**config.mk**
```make
export PLATFORM = sky130hd
export DESIGN_NAME = div_unit
export DESIGN_NICKNAME = d
export VERILOG_FILES = /design/src/rtl/div_unit.sv
export SDC_FILE = /design/constraint.sdc
export NUM_CORES = 1
export LEC_CHECK = 0
export BUFFER_PORTS_ARGS = -buffer_cell sky130_fd_sc_hd__buf_4
export CAP_MARGIN = 20
export CORE_MARGIN = 2
export CORE_UTILIZATION = 40
export DETAILED_ROUTE_END_ITERATION = 12
export GPL_ROUTABILITY_DRIVEN = 0
export PLACE_DENSITY = 0.62
export SYNTH_ARGS = -nofsm -noshare
export SYNTH_HDL_FRONTEND = slang
export SYNTH_SLANG_ARGS = --single-unit
```
**constraint.sdc**
```tcl
create_clock -name clk -period 10.35 [get_ports clk]
set_clock_uncertainty 0.2 [all_clocks]
set_input_delay 1.5525 -clock clk [delete_from_list [all_inputs] [get_ports clk]]
set_output_delay 1.5525 -clock clk [all_outputs]
set_load 0.01 [all_outputs]
```
**src/rtl/div_unit.sv**
```systemverilog
// Multi-cycle radix-2 restoring divider for DIV/DIVU in the execute stage.
// result_o = {remainder, quotient}; stall_o freezes the pipeline while busy.
module div_unit #(
    parameter int unsigned WIDTH = 32
) (
    input  logic                 clk,
    input  logic                 resetn,
    input  logic                 start_i,
    input  logic                 signed_i,
    input  logic [WIDTH-1:0]     opdata1_i,
    input  logic [WIDTH-1:0]     opdata2_i,
    input  logic                 annul_i,
    output logic [2*WIDTH-1:0]   result_o,
    output logic                 ready_o,
    output logic                 stall_o
);

    localparam int unsigned CNT_W = $clog2(WIDTH) + 1;

    typedef enum logic [1:0] {
        S_IDLE,
        S_DIVZERO,
        S_ON,
        S_END
    } state_e;

    state_e               state_q, state_d;
    logic [CNT_W-1:0]     count_q, count_d;
    logic [WIDTH-1:0]     rem_q, rem_d;
    logic [WIDTH-1:0]     quo_q, quo_d;
    logic [WIDTH-1:0]     dvsr_q, dvsr_d;
    logic                 neg_quo_q, neg_quo_d;
    logic                 neg_rem_q, neg_rem_d;
    logic [2*WIDTH-1:0]   result_q, result_d;
    logic                 ready_q, ready_d;

    logic [WIDTH:0]       rem_sh;
    logic [WIDTH:0]       diff;
    logic [WIDTH-1:0]     rem_nx;
    logic [WIDTH-1:0]     quo_nx;
    logic [WIDTH-1:0]     op1_abs;
    logic [WIDTH-1:0]     op2_abs;

    // One restoring step; the extra top bit of diff is the borrow.
    always_comb begin
        rem_sh = {rem_q, quo_q[WIDTH-1]};
        diff   = rem_sh - {1'b0, dvsr_q};
        if (!diff[WIDTH]) begin
            rem_nx = diff[WIDTH-1:0];
            quo_nx = {quo_q[WIDTH-2:0], 1'b1};
        end else begin
            rem_nx = rem_sh[WIDTH-1:0];
            quo_nx = {quo_q[WIDTH-2:0], 1'b0};
        end
        op1_abs = (signed_i && opdata1_i[WIDTH-1]) ? (-opdata1_i) : opdata1_i;
        op2_abs = (signed_i && opdata2_i[WIDTH-1]) ? (-opdata2_i) : opdata2_i;
    end

    // Next-state and datapath control.
    always_comb begin
        state_d   = state_q;
        count_d   = count_q;
        rem_d     = rem_q;
        quo_d     = quo_q;
        dvsr_d    = dvsr_q;
        neg_quo_d = neg_quo_q;
        neg_rem_d = neg_rem_q;
        result_d  = result_q;

        unique case (state_q)
            S_IDLE: begin
                if (start_i && !annul_i) begin
                    if (opdata2_i == '0) begin
                        state_d = S_DIVZERO;
                    end else begin
                        quo_d     = op1_abs;
                        dvsr_d    = op2_abs;
                        rem_d     = '0;
                        count_d   = '0;
                        neg_quo_d = signed_i & (opdata1_i[WIDTH-1] ^ opdata2_i[WIDTH-1]);
                        neg_rem_d = signed_i & opdata1_i[WIDTH-1];
                        state_d   = S_ON;
                    end
                end
            end
            S_DIVZERO: begin
                result_d = '0;
                state_d  = S_END;
            end
            S_ON: begin
                if (annul_i) begin
                    state_d = S_IDLE;
                end else begin
                    rem_d   = rem_nx;
                    quo_d   = quo_nx;
                    count_d = count_q + CNT_W'(1);
                    if (count_q == CNT_W'(WIDTH - 1)) begin
                        result_d = {neg_rem_q ? (-rem_nx) : rem_nx,
                                    neg_quo_q ? (-quo_nx) : quo_nx};
                        state_d  = S_END;
                    end
                end
            end
            S_END: begin
                if (!start_i || annul_i) begin
                    state_d = S_IDLE;
                end
            end
            default: state_d = S_IDLE;
        endcase

        ready_d = (state_d == S_END);
    end

    always_ff @(posedge clk or negedge resetn) begin
        if (!resetn) begin
            state_q   <= S_IDLE;
            count_q   <= '0;
            rem_q     <= '0;
            quo_q     <= '0;
            dvsr_q    <= '0;
            neg_quo_q <= 1'b0;
            neg_rem_q <= 1'b0;
            result_q  <= '0;
            ready_q   <= 1'b0;
        end else begin
            state_q   <= state_d;
            count_q   <= count_d;
            rem_q     <= rem_d;
            quo_q     <= quo_d;
            dvsr_q    <= dvsr_d;
            neg_quo_q <= neg_quo_d;
            neg_rem_q <= neg_rem_d;
            result_q  <= result_d;
            ready_q   <= ready_d;
        end
    end

    assign result_o = result_q;
    assign ready_o  = ready_q;
    // Combinational so an exception flush drops the freeze in the same cycle.
    assign stall_o  = start_i & ~annul_i & (state_q != S_END);

endmodule

```
==> results.md, run 1 <==
Status:
- The run finished with clean final reports.

Placement:
- Summed over all nets, the half-perimeter wirelength after detailed placement is 25.5 mm.
- The quantity of I/O buffers inserted on ports is 134.

CTS:
- TritonCTS built the clock tree.
- The post-CTS setup repair buffer count is 0.
- The level count of the clock H-tree is 4.
- The number of buffers added by the clock tree synthesis step is 17.
- The clock transition at the registers of the reported paths is 0.06 ns.
- Post-CTS repair changed the size of 0 cells.
- The clock passes through at most 2 buffers.
- Clock tree synthesis selected as its root buffer the cell sky130_fd_sc_hd__clkbuf_16.
- The count of hold buffers inserted by post-cts repair is 0.
- The clock reaches the later pin of the worst-skew pair after 0.43 ns.
- The clock drives 171 sinks.

Critical path:
- The maximum fanout encountered on the critical timing path is 31.
- The critical setup path kind is flop to flop.
- STA puts the critical path data required time at 10.50 ns.
- The arrival time of data at the critical path endpoint is 6.16 ns.
- The endpoint class of the critical path is a flop.
- The category of the worst setup path launch point is a flop.

Floorplanning:
- The die is 177 um tall.
- The initialized floorplan defines 63 standard-cell rows.
- The I/O pin total is 135.
- In this run the standard cell core region covers 29600 sq um.
- The die is 177 um wide.
- For this configuration, the core starts out at a cell density of 0.405.
- The die covers 31300 sq um.

Global route:
- Summed over all layers, the global routing overflow is 0.
- The first global-routing pass estimated 54.4 mm of wire.
- In the global route stage, overall resource usage came out at 0.218.
- The number of antenna violations at the first check in global routing is 0.
- The via count of the first global-routing pass was 10300.
- Entering global routing, the biggest net connects 102 pins.

Detailed routing:
- The total via count in the routed design is 11000.
- Wires add up to 34.0 mm.
- Dividing the detail-routed via count by the number of cells gives 5.57.
- The post-detailed-route DRC marker count is 0.
- The wire length per cell is 17.3 um.
- The count of TritonRoute iterations in the first routing pass is 6.
- The count of nets left with antenna violations once routing finished came out at 0.
- The iteration-0 DRC count of the detailed router is 943.

Hold path:
- The worst hold path belongs to the class flop to flop.

Power:
- Summed over all cells, the static leakage comes to 5.99 nW.
- The largest vdd supply drop is 138 uV.
- Power spread over the standard cell area amounts to 229 nW/um^2.

STA:
- The sum of negative setup slack is 0 ns.
- The slew at the pin closest to its max-slew limit is 0.985 ns.
- Static timing analysis puts the maximum clock frequency at 0.166 GHz.
- The minimum clock period is 6.01 ns.
- The number of failing setup endpoints in the final timing report is 0.
- Headroom to the max-slew limit came out at 0.343.
- Setup repair after global routing left no endpoint under its margin.
- The period utilization is 0.580.
- The hold violation total from the final report is 0.
- The final number of max-transition violations came to 0.

Final layout:
- The area growth from synthesis to layout is 16.0%.
- For this run, the post-layout net count is 1673.
- The fraction of final layout cells with drive strength greater than 1 is 0.134.
- The antenna cell count is 0.
- The final standard cell utilization of the core is 0.470.

Logic synthesis:
- The count of yosys warnings during synthesis is 0.
- After synthesis, the share of flip-flops with an asynchronous set or reset is 1.00.
- The netlist area before placement is 12000 sq um.
- The flop and latch count out of synthesis is 171.
- The post-synthesis cell count is 1479.
- The leading register cell type out of synthesis is sky130_fd_sc_hd__dfrtp_1.
- Of the synthesized area, sequential elements account for 0.358.
- In this run the mean area of a mapped cell was 8.09 sq um.
- After synthesis, the netlist uses 78 different library cells.
- In this run, synthesis inferred 0 flip-flops with an integrated enable.
- The post-synth net total is 1586.

Run:
- Across the run, the number of max-cap violations was 0.
[per-stage QoR]
| step | instances | hold WS, ns | cell area, sq um | power [W] | setup slack, ns |
|---|---|---|---|---|---|
| floorplan | 1479 | 0.268 | 12000 | 0.00205 | 4.95 |
| global placement | 1937 | 0.263 | 13200 | 0.00245 | 4.68 |
| detailed placement | 1937 | 0.273 | 13200 | 0.00246 | 4.43 |
| CTS | 1968 | 0.287 | 13900 | 0.00317 | 4.42 |
| global route | 1968 | 0.303 | 13900 | 0.00340 | 3.85 |
| finish | 1968 | 0.277 | 13900 | 0.00318 | 4.34 |
[report_power, final]
group / switching [W] / internal, W / total [W]
Sequential: 0.000127 / 0.000759 / 0.000886
Combinational: 0.00100 / 0.000593 / 0.00160
Clock: 0.000269 / 0.000425 / 0.000693
[area by class of cell]
cell class / instances / area (sq um)
fillers: 2964 / 15700
multi-input cells: 1177 / 7190
flip-flops and latches: 171 / 4280
repair buffers: 144 / 1080
well taps: 390 / 488
clock buffers: 22 / 474
inverters: 55 / 206
clock inverters: 9 / 161
[routing by layer]
layer / part of all wire / vias to the layer above / global-route usage
li1: - / 5409 / -
met1: 0.48 / 5202 / 0.316
met2: 0.45 / 320 / 0.342
met3: 0.055 / 31 / 0.0348
met4: 0.014 / 0 / 0.0513
met5: 0 / - / 0
[final timing paths]
path                                          start                       end  slack [ns]  cells past startpoint
min in group asynchronous                    resetn     dvsr_q[6]$_DFFE_PN0P_        0.89                      1
hold reg to reg            result_o[19]$_DFFE_PN0P_  result_o[19]$_DFFE_PN0P_        0.28                      2
setup / recovery              quo_q[31]$_DFFE_PN0P_  result_o[58]$_DFFE_PN0P_        4.34                     23
max in group asynchronous                    resetn  result_o[60]$_DFFE_PN0P_        7.82                      2
hold / removal             result_o[19]$_DFFE_PN0P_  result_o[19]$_DFFE_PN0P_        0.28                      2
setup reg to reg              quo_q[31]$_DFFE_PN0P_  result_o[58]$_DFFE_PN0P_        4.34                     23
[registers in the layout, indices dropped and copies added, names as in the netlist]
register	flops
count_q	6
dvsr_q	32
neg_quo_q	1
neg_rem_q	1
quo_q	32
ready_o	1
rem_q	32
result_o	64
state_q	2
[kinds of logic (layout without fill, tap and decap cells)]
group,Yosys count,after routing,share of synthesized area
buffers and inverters,131,230,0.0436
AND/OR/NAND/NOR,508,508,0.200
XOR/XNOR,137,137,0.100
flip-flops,171,171,0.358
AO/OA/AOI/OAI,461,461,0.230
multiplexers,33,33,0.0280
adder cells (fa/ha/maj),38,38,0.0404
[worst max-delay path, cell delays in order, from the launching register on]
cell and delay [ns]:
sky130_fd_sc_hd__dfrtp_1 0.41, sky130_fd_sc_hd__inv_1 0.09, sky130_fd_sc_hd__ha_1 0.19, sky130_fd_sc_hd__inv_1 0.06
sky130_fd_sc_hd__fa_1 0.41, sky130_fd_sc_hd__a211oi_2 0.29, sky130_fd_sc_hd__o31a_1 0.25, sky130_fd_sc_hd__a211o_1 0.25
sky130_fd_sc_hd__a211oi_4 0.10, sky130_fd_sc_hd__nor3_2 0.41, sky130_fd_sc_hd__nor2_4 0.05, sky130_fd_sc_hd__inv_2 0.46
sky130_fd_sc_hd__nor2_1 0.08, sky130_fd_sc_hd__a21oi_1 0.28, sky130_fd_sc_hd__ha_1 0.23, sky130_fd_sc_hd__inv_1 0.06
sky130_fd_sc_hd__nor4b_1 0.36, sky130_fd_sc_hd__or4b_2 0.67, sky130_fd_sc_hd__nor3_1 0.17, sky130_fd_sc_hd__mux2i_1 0.17
sky130_fd_sc_hd__o31ai_4 0.29, sky130_fd_sc_hd__o221ai_2 0.14, sky130_fd_sc_hd__xor2_1 0.18, sky130_fd_sc_hd__o21ai_1 0.13
[synthesized netlist by cell type, types with 5 or more instances]
| cell | number | area [sq um] |
|---|---|---|
| sky130_fd_sc_hd__nand4_1 | 7 | 43.8 |
| sky130_fd_sc_hd__nand2b_1 | 10 | 62.6 |
| sky130_fd_sc_hd__or3_1 | 34 | 213 |
| sky130_fd_sc_hd__o21ai_1 | 11 | 55.1 |
| sky130_fd_sc_hd__a211o_1 | 5 | 43.8 |
| sky130_fd_sc_hd__nor2_1 | 109 | 409 |
| sky130_fd_sc_hd__nand2_1 | 216 | 811 |
| sky130_fd_sc_hd__and4_1 | 6 | 52.6 |
| sky130_fd_sc_hd__nor3_1 | 42 | 210 |
| sky130_fd_sc_hd__nand3b_1 | 5 | 37.5 |
| sky130_fd_sc_hd__o21ai_0 | 200 | 1000 |
| sky130_fd_sc_hd__xnor2_1 | 71 | 622 |
| sky130_fd_sc_hd__nand3_1 | 14 | 70.1 |
| sky130_fd_sc_hd__and2_1 | 14 | 87.6 |
| sky130_fd_sc_hd__mux2i_1 | 29 | 290 |
| sky130_fd_sc_hd__nor2b_1 | 6 | 37.5 |
| sky130_fd_sc_hd__a21o_1 | 7 | 52.6 |
| sky130_fd_sc_hd__o211ai_1 | 5 | 37.5 |
| sky130_fd_sc_hd__a21oi_1 | 128 | 641 |
| sky130_fd_sc_hd__dfrtp_1 | 171 | 4280 |
| sky130_fd_sc_hd__or2_2 | 9 | 56.3 |
| sky130_fd_sc_hd__o31ai_1 | 28 | 210 |
| sky130_fd_sc_hd__nor4_1 | 9 | 56.3 |
| sky130_fd_sc_hd__clkbuf_1 | 60 | 225 |
| sky130_fd_sc_hd__ha_1 | 37 | 463 |
| sky130_fd_sc_hd__a31oi_1 | 12 | 75.1 |
| sky130_fd_sc_hd__a22o_1 | 5 | 43.8 |
| sky130_fd_sc_hd__xor2_1 | 66 | 578 |
| sky130_fd_sc_hd__buf_2 | 9 | 45.0 |
| sky130_fd_sc_hd__inv_1 | 52 | 195 |
| sky130_fd_sc_hd__a211oi_1 | 10 | 75.1 |
| sky130_fd_sc_hd__o41ai_1 | 6 | 52.6 |
| sky130_fd_sc_hd__or4_1 | 7 | 52.6 |
[cell usage in the layout, fill, tap and decap left out, types with 7 or more instances in the layout]
master,instances
sky130_fd_sc_hd__nor2_1,108
sky130_fd_sc_hd__nor3_1,42
sky130_fd_sc_hd__nand3_1,14
sky130_fd_sc_hd__clkbuf_16,17
sky130_fd_sc_hd__o21ai_1,11
sky130_fd_sc_hd__nand2b_1,10
sky130_fd_sc_hd__xnor2_1,71
sky130_fd_sc_hd__or4_1,7
sky130_fd_sc_hd__a31oi_1,12
sky130_fd_sc_hd__ha_1,37
sky130_fd_sc_hd__or2_2,9
sky130_fd_sc_hd__nor4_1,9
sky130_fd_sc_hd__xor2_1,66
sky130_fd_sc_hd__o21ai_0,200
sky130_fd_sc_hd__or3_1,33
sky130_fd_sc_hd__a211oi_1,10
sky130_fd_sc_hd__mux2i_1,29
sky130_fd_sc_hd__buf_4,143
sky130_fd_sc_hd__inv_1,52
sky130_fd_sc_hd__a21o_1,7
sky130_fd_sc_hd__and2_1,14
sky130_fd_sc_hd__dfrtp_1,171
sky130_fd_sc_hd__nand4_1,7
sky130_fd_sc_hd__a21oi_1,127
sky130_fd_sc_hd__o31ai_1,28
sky130_fd_sc_hd__nand2_1,216
No activity file was read; power rests on OpenSTA's default activity.
==> run 2: changes to the inputs <==
--- a/config.mk
+++ b/config.mk
@@ -11,7 +11,7 @@
 export CORE_UTILIZATION = 40
 export DETAILED_ROUTE_END_ITERATION = 12
 export GPL_ROUTABILITY_DRIVEN = 0
-export PLACE_DENSITY = 0.62
+export PLACE_DENSITY = 0.64
 export SYNTH_ARGS = -nofsm -noshare
 export SYNTH_HDL_FRONTEND = slang
 export SYNTH_SLANG_ARGS = --single-unit
==> constraint.sdc (replaced) <==
create_clock -name clk -period 5.4 [get_ports clk]
set_clock_uncertainty 0.2 [all_clocks]
set_input_delay 0.81 -clock clk [delete_from_list [all_inputs] [get_ports clk]]
set_output_delay 0.81 -clock clk [all_outputs]
set_load 0.01 [all_outputs]
==> run 2 against run 1 <==
Net effect: power increased by 91%; non-clock buffer count grew 10; count of clock-buffer cells in the layout down 5; worst hold slack got worse by 0.051 ns; first-iteration DRC count shrank 6.5%; final cell count grew 0.56%; via count is 0.17% higher; core utilization grew 0.34 points; clock power grew 77%; routed wire length increased by 0.35%; largest cell class unchanged; highest routed layer unchanged.
==> results.md, run 2 (synthesis results as in run 1) <==
Critical path:
- The arrival time of data at the critical path endpoint is 5.35 ns (-0.81 ns).
- The cell that appears most often on the critical path is sky130_fd_sc_hd__ha_1.
- The critical setup path kind is flop to flop.
- The first element of the critical path is rem_q[1]$_DFFE_PN0P_.
- The maximum fanout encountered on the critical timing path was 7 (-77%).
- STA classifies the critical path startpoint as a flop.
- The endpoint class of the critical path is a flop.
- The kind of cell with the highest combined delay along the critical path is compound AO/OA/AOI/OAI gates.
- The required time at the worst-slack endpoint is 5.56 ns (-4.94 ns).
- The launch instance of the worst register-to-register path is rem_q[1]$_DFFE_PN0P_.
- On the critical path, the stage with the largest delay is an instance of sky130_fd_sc_hd__or4b_4.
- The sum of buffers and inverters on the critical path is 2 (-2).
- Walking the worst path, the cells encountered are ha_1 -> a211oi_2 -> o31a_1 -> a211o_1 -> a211oi_4 -> o21a_2 -> nor2_4 -> inv_2 -> mux2i_4 -> ha_1 -> inv_1 -> nor4b_2 -> or4b_4 -> nor3_2 -> mux2i_2 -> o31ai_4 -> o221ai_2 -> xor2_1 -> o21ai_1.
- The delay of the slowest critical-path stage was 0.53 ns (-0.14 ns).

Floorplanning:
- The placeable core region was 29600 sq um (unchanged).
- The site row count is 63 (unchanged).
- The effective utilization at floorplan is 0.405 (unchanged).
- The chip width is 177 um (unchanged).
- The die height is 177 um (unchanged).
- The I/O pin total was 135 (unchanged).
- The die area was 31300 sq um (unchanged).

Detailed routing:
- The iteration-0 DRC count of the detailed router is 882 (-6.5%).
- The wire length per cell was 17.2 um (-0.21%).
- The post-detailed-route via-to-cell ratio was 5.55 (-0.38%).
- The total via count in the routed design was 11000 (+0.17%).
- The total routed wirelength is 34.1 mm (+0.35%).
- The number of nets with antenna violations after routing is 0 (unchanged).
- The count of TritonRoute iterations in the first routing pass is 5 (-1).
- The post-detailed-route DRC marker count was 0 (unchanged).

Hold path:
- The class of the worst hold path is input pin to async pin.

STA:
- The sum of negative setup slack is 0 ns (unchanged).
- The hold violation total from the final report is 0 (unchanged).
- The final number of max-transition violations is 0 (unchanged).
- The number of failing setup endpoints in the final timing report is 0 (unchanged).
- The slew at the pin closest to its max-slew limit was 1.06 ns (+0.0781 ns).
- The period utilization is 0.962 (+0.381).
- The minimum clock period is 5.19 ns (-0.814 ns).
- The setup slack of the critical path after layout is 0.207 ns (-4.14 ns).
- The highest clock frequency the design can meet is 0.193 GHz (+16%).
- The relative max-transition margin is 0.291 (-0.0521).

CTS:
- The clock transition at the registers of the reported paths was 0.08 ns (+0.02 ns).
- The level count of the clock H-tree is 4 (unchanged).
- The root buffer cell chosen for the clock tree is sky130_fd_sc_hd__clkbuf_16.
- The total clock sinks came to 171 (unchanged).
- The number of buffers added by the clock tree synthesis step is 17 (unchanged).
- TritonCTS built the clock tree.
- The maximum clock insertion buffer count came to 2 (unchanged).
- The latest clock arrival within the worst-skew pair was 0.44 ns (about the same).

Final layout:
- The flip-flop and latch area was 4280 sq um (unchanged).
- The number of nets in the layout is 1683 (+0.60%).
- The total area of multi-input combinational cells was 7220 sq um (+0.52%).
- Compared with the post-synthesis result, the final layout area differs by 16.9%.
- The antenna cell count came to 0 (unchanged).
- The fraction of final layout cells with drive strength greater than 1 is 0.143 (+0.00977).
- Leaving out fill and tap cells, the most frequent cell in the layout is sky130_fd_sc_hd__nand2_1.
- In the layout the commonest cells are 216 x sky130_fd_sc_hd__nand2_1, 200 x sky130_fd_sc_hd__o21ai_0, 171 x sky130_fd_sc_hd__dfrtp_1, 149 x sky130_fd_sc_hd__buf_4, 127 x sky130_fd_sc_hd__a21oi_1.
- The count of fill cells added during filler insertion is 2901 (-2.1%).
- The flip-flop count of the largest register, all copies and words added is 64 (unchanged).

Global route:
- The sum of overflow across all layers after global routing is 0 (unchanged).
- The via count of the first global-routing pass is 10300 (+0.21%).
- The largest net degree at the start of global routing is 89 (-13%).
- The number of antenna violations at the first check in global routing came to 0 (unchanged).
- The first-pass GRT wire length is 54.8 mm (+0.72%).
- The overall routing resource usage is 0.219 (+0.000892).

Power:
- The overall power consumption was 0.00608 W (+91%).
- The total power density per cell area is 435 nW/um^2 (+90%).
- The largest vdd supply drop is 264 uV (+92%).
- The leakage power figure is 6.03 nW (+0.71%).

Status:
- The flow ran to the end, and the final reports show no timing, DRC or antenna violations.

Placement:
- The minimum setup slack after placement was 0.153 ns (-4.28 ns).
- The detailed placer's ending HPWL was 25.7 mm (+0.83%).
- The quantity of I/O buffers inserted on ports was 134 (unchanged).

Run:
- The reported max-cap violation count is 0 (unchanged).
## run 2: cell count changes in the layout (fill, tap and decap cells not counted), sizes merged
cell / previous run / this run
buf: 144 / 154
bufinv: 4 / 1
clkbuf: 22 / 17
clkinv: 3 / 4
clkinvlp: 1 / 3
inv: 56 / 62
## run 2: worst paths after layout
| kind | slack, ns | depth (start not counted) | end |
|---|---|---|---|
| setup / recovery | 0.21 | 19 | result_o[58]$_DFFE_PN0P_ |
| hold / removal | 0.23 | 1 | dvsr_q[7]$_DFFE_PN0P_ |
| setup reg to reg | 0.21 | 19 | result_o[58]$_DFFE_PN0P_ |
| hold reg to reg | 0.28 | 2 | result_o[23]$_DFFE_PN0P_ |
| max in group asynchronous | 3.81 | 2 | result_o[51]$_DFFE_PN0P_ |
| min in group clk | 0.28 | 2 | result_o[23]$_DFFE_PN0P_ |
## run 2: metrics by stage
step                      hold slack, ns   util  cells  area [sq um]
after global placement             0.264  0.451   1945         13300
after global routing               0.304  0.473   1979         14000
after detailed placement           0.272  0.451   1945         13300
after floorplan                    0.268      -   1479         12000
final                              0.226  0.473   1979         14000
after CTS                          0.262  0.471   1977         13900
## run 2: where the power goes
group	leakage [nW]	total, W	switching [W]	internal (W)
registers	2.26	0.00169	0.000238	0.00145
logic	3.50	0.00315	0.00196	0.00119
clock network	0.279	0.00123	0.000579	0.000653
## run 2: area by class of cell
cell class,instances,area share
well taps,390,0.0349
repair buffers,154,0.0859
inverters,55,0.0148
clock inverters,15,0.0112
multi-input cells,1177,0.517
clock buffers,17,0.0304
flip-flops and latches,171,0.306
## run 2: metal layers
metal | vias to the layer above | track usage | wire length, um
li1 | 5428 | - | -
met1 | 5188 | 0.319 | 16200
met2 | 328 | 0.346 | 15400
met3 | 37 | 0.0232 | 1860
met4 | 0 | 0.0623 | 596
met5 | - | 0 | 0
## run 2: timing repair
action / 4_1_cts / 5_1_grt
hold buffers: 0 / 0
endpoints found under the setup margin: 0 / 7
gates resized for setup: 0 / 8
setup buffers: 0 / 2
